<file path="src/rtl/regfile_write_arbiter.sv">
// Round-robin arbiter for the register file write port with a one-entry write stage.
// The staged, uncommitted write is forwarded onto both read ports.
module regfile_write_arbiter #(
  parameter int unsigned DATA_W = 16,
  parameter int unsigned ADDR_W = 3
) (
  input  logic              clk,
  input  logic              rst_n,
  input  logic              hold,
  input  logic              a_valid,
  input  logic [ADDR_W-1:0] a_addr,
  input  logic [DATA_W-1:0] a_data,
  output logic              a_ready,
  input  logic              b_valid,
  input  logic [ADDR_W-1:0] b_addr,
  input  logic [DATA_W-1:0] b_data,
  output logic              b_ready,
  output logic              rf_we,
  output logic [ADDR_W-1:0] rf_waddr,
  output logic [DATA_W-1:0] rf_wdata,
  input  logic [ADDR_W-1:0] rs_addr,
  input  logic [ADDR_W-1:0] rt_addr,
  input  logic [DATA_W-1:0] rf_rdata1,
  input  logic [DATA_W-1:0] rf_rdata2,
  output logic [DATA_W-1:0] rd1,
  output logic [DATA_W-1:0] rd2
);

  typedef enum logic {
    LAST_A = 1'b0,
    LAST_B = 1'b1
  } last_e;

  typedef struct packed {
    logic              we;
    logic [ADDR_W-1:0] addr;
    logic [DATA_W-1:0] data;
  } stage_t;

  last_e  last_q;
  last_e  last_d;
  stage_t stage_q;
  stage_t stage_d;
  logic   grant_a;
  logic   grant_b;

  // State register: arbitration history and the write stage.
  always_ff @(posedge clk or negedge rst_n) begin
    if (!rst_n) begin
      last_q  <= LAST_B;
      stage_q <= '0;
    end else begin
      last_q  <= last_d;
      stage_q <= stage_d;
    end
  end

  // Grant selection and next stage contents; the stage empties when nothing transfers.
  always_comb begin
    grant_a      = 1'b0;
    grant_b      = 1'b0;
    last_d       = last_q;
    stage_d      = stage_q;
    stage_d.we   = 1'b0;
    if (rst_n && !hold) begin
      if (a_valid && (!b_valid || (last_q == LAST_B))) begin
        grant_a = 1'b1;
      end else if (b_valid) begin
        grant_b = 1'b1;
      end
    end
    if (grant_a) begin
      last_d       = LAST_A;
      stage_d.we   = 1'b1;
      stage_d.addr = a_addr;
      stage_d.data = a_data;
    end else if (grant_b) begin
      last_d       = LAST_B;
      stage_d.we   = 1'b1;
      stage_d.addr = b_addr;
      stage_d.data = b_data;
    end
  end

  assign a_ready  = grant_a;
  assign b_ready  = grant_b;

  assign rf_we    = stage_q.we;
  assign rf_waddr = stage_q.addr;
  assign rf_wdata = stage_q.data;

  // Bypass the staged write so readers never see the stale register value.
  assign rd1 = (stage_q.we && (stage_q.addr == rs_addr)) ? stage_q.data : rf_rdata1;
  assign rd2 = (stage_q.we && (stage_q.addr == rt_addr)) ? stage_q.data : rf_rdata2;

endmodule

</file>
<file path="config.mk">
export PLATFORM = sky130hd
export DESIGN_NAME = regfile_write_arbiter
export DESIGN_NICKNAME = d
export VERILOG_FILES = /design/src/rtl/regfile_write_arbiter.sv
export SDC_FILE = /design/constraint.sdc
export NUM_CORES = 1
export LEC_CHECK = 0
export ABC_AREA = 1
export BUFFER_PORTS_ARGS = -buffer_cell sky130_fd_sc_hd__clkbuf_2
export CAP_MARGIN = 20
export CORE_ASPECT_RATIO = 0.8
export CORE_MARGIN = 4
export CORE_UTILIZATION = 42
export CTS_CLUSTER_DIAMETER = 30
export DETAILED_ROUTE_END_ITERATION = 6
export PLACE_DENSITY = 0.84
export SYNTH_ARGS = -nofsm -noshare
export SYNTH_HDL_FRONTEND = slang
export SYNTH_SLANG_ARGS = --single-unit
</file>
<file path="constraint.sdc">
create_clock -name clk -period 3.25 [get_ports clk]
set_input_delay 0.325 -clock clk [delete_from_list [all_inputs] [get_ports clk]]
set_output_delay 0.325 -clock clk [all_outputs]
set_load 0.005 [all_outputs]
</file>
==> qor.yml <==
route.detailed.drc: 0
netlist_area_um2: 1670
die_h_um: 64.4
areaGrowthSynthToFinish_pct: 41.5
met2WireLength_um: 2570
cts_tree: "done"
cap_violations: 0
async_flop_share_pct: 100
dpl_worst_slack_ps: 902
syn_avg_cell_area_um2: 6.48
final_antenna_net_count: 0
grt_pass1_vias: 2033
nets: 461
hold_viol_final: 0
max_freq_mhz: 481
first_iter_violations: 110
dr_wl_met3_um: 549
synthTopCellsByCount: "90 x nand3_1, 82 x nand2_1, 20 x dfrtp_1"
ctsHtreeMaxLevel: 1
synth_top_area_cell: "dfrtp_1"
wire_per_inst_um: 13.0
postCtsSetupBuffers: 0
gp_congestion: 0.911
combinationalPowerShare_pct: 38.9
r2r_setup_slack_ps: 1390
switchingPower_uw: 355
insertion_delay_ps: 260
synth_most_common_cell: "nand3_1"
holdCritPathClass: "in -> async"
report.final.slew_viol_count: 0
skew_ps: 3.73
rsz0062_at_grt: "false"
highest_layer: "met4"
grt_overflow: 0
initial_core_util_pct: 43.7
ys_warn_count: 0
core_um2: 3830
clockRootBuffer: "clkbuf_8"
drt-met1-wl_um: 2440
max_slew_margin_pct: 54.7
endpoint_kind: "primary output"
num_rows: 20
antenna_cells: 0
ys_seq_area_share_pct: 31.5
syn_nets: 339
cts_hold_buf: 0
setup_viol: 0
peakVddDrop_v: 0.000341
fill_cells: 388
cp.arrival_ps: 1750
layout_min_cycle_time_ps: 2080
cts_resized: 0
drive_above_1_share_pct: 40.4
routed_wl_um: 5640
path_clk_slew_ps: 80
grt_first_pass_wirelength_um: 9270
worst_pin_slew_ps: 677
vias_per_cell: 5.09
power_density_nw_per_um2: 383
dr_total_vias: 2210
die_width_um: 78.5
grt_usage_pct: 22.2
path_class: "reg -> out"
clk_path_buf_depth: 2
grt_max_degree: 27
numCtsBuffers: 3
p_sw_share_pct: 39.2
die_area_um2: 5060
ys_seq_elements: 21
antenna_found_initial: 0
synth_area_leaders: "dfrtp_1 30%, nand3_1 27%, nand2_1 18%"
synth_flop_cell: "dfrtp_1"
yosysUniqueCellTypes: 18
ioPinCount: 135
final.setup.tns_ps: 0
finalCritPeriodShare_pct: 63.9
p_seq_share_pct: 42.5
fin_ws_ps: 1170
crit_path_max_fanout: 20
drt-pass1-iter-count: 4
synth_edf_count: 0
clock_sinks: 21
start_kind: "flop"
cp.required_ps: 2920
status: "completed"
dp_hpwl_um: 4590
clkPwrFrac_pct: 18.7
power.leakage_nw: 1.44
synthCells: 258
p_int_uw: 550
synth_top_area_share_pct: 29.9
fin_hold_ws_ps: 29.5
numPortBuffers: 134
[sequential cells by signal, indices dropped and copies added (netlist names)]
name / count
rf_wdata: 16
rf_waddr: 3
rf_we: 1
last_q: 1
[cells in the final DEF, fill, tap and decap left out]
cell,count
dfstp_2,1
nand2_4,2
inv_1,11
clkbuf_2,134
inv_2,2
nand3_1,90
dfrtp_1,20
clkinv_2,1
nand4_1,19
nand2_2,2
clkbuf_8,3
a21oi_1,2
nor2_1,2
buf_4,3
nor2_4,4
nor2_2,1
nand2_1,82
[per-layer routing]
metal	vias up	track usage (%)
met5	-	0
met4	0	6.99
met3	8	3.06
met2	110	36.0
met1	977	30.6
li1	1115	-
[critical path: stages, from the launching register on]
cell,delay (ps)
dfstp_2,550
inv_1,40
nand2_1,500
nand3_1,210
inv_1,100
clkbuf_2,110
[power by group through the flow]
stage                     logic [mW]  registers, mW  clock network (mW)
after floorplan                0.198          0.369                   0
final                          0.352          0.384               0.169
after detailed placement       0.356          0.389                   0
after CTS                      0.357          0.384               0.170
after global routing           0.401          0.394               0.180
after global placement         0.345          0.389                   0
[worst paths after layout]
kind | start | end | depth (start not counted)
worst max register to register | last_q$_DFFE_PN1P_ | rf_wdata[14]$_DFFE_PN0P_ | 6
worst min register to register | last_q$_DFFE_PN1P_ | last_q$_DFFE_PN1P_ | 2
worst max-delay path | last_q$_DFFE_PN1P_ | a_ready | 5
min in group clk | b_data[6] | rf_wdata[6]$_DFFE_PN0P_ | 3
max in group asynchronous | rst_n | last_q$_DFFE_PN1P_ | 1
worst min-delay path | rst_n | rf_wdata[13]$_DFFE_PN0P_ | 1
[cell families after synthesis]
kind of cell | after synthesis | synth area share [%]
buffers and inverters | 33 | 9.81
DFF | 21 | 31.5
AOI/OAI and AO/OA | 2 | 0.599
and+or+nand+nor | 202 | 58.1
[layout make-up]
| cell class | count | area [µm²] | share of cell area, % |
|---|---|---|---|
| clock inverter | 1 | 5.00 | 0.212 |
| sequential | 21 | 527 | 22.3 |
| inverter | 13 | 48.8 | 2.06 |
| multi-input combinational | 204 | 981 | 41.5 |
| clock buffer | 3 | 41.3 | 1.75 |
| timing repair buffer | 137 | 693 | 29.3 |
| tap | 55 | 68.8 | 2.91 |
[through the flow]
step	cells	total power [mW]	util, %	cell area [µm²]
floorplan	258	0.567	-	1670
global placement	430	0.734	60.6	2320
detailed placement	430	0.745	60.6	2320
CTS	434	0.910	61.8	2360
global route	434	0.975	61.8	2360
finish	434	0.905	61.8	2360
No activity file was read; power rests on OpenSTA's default activity.
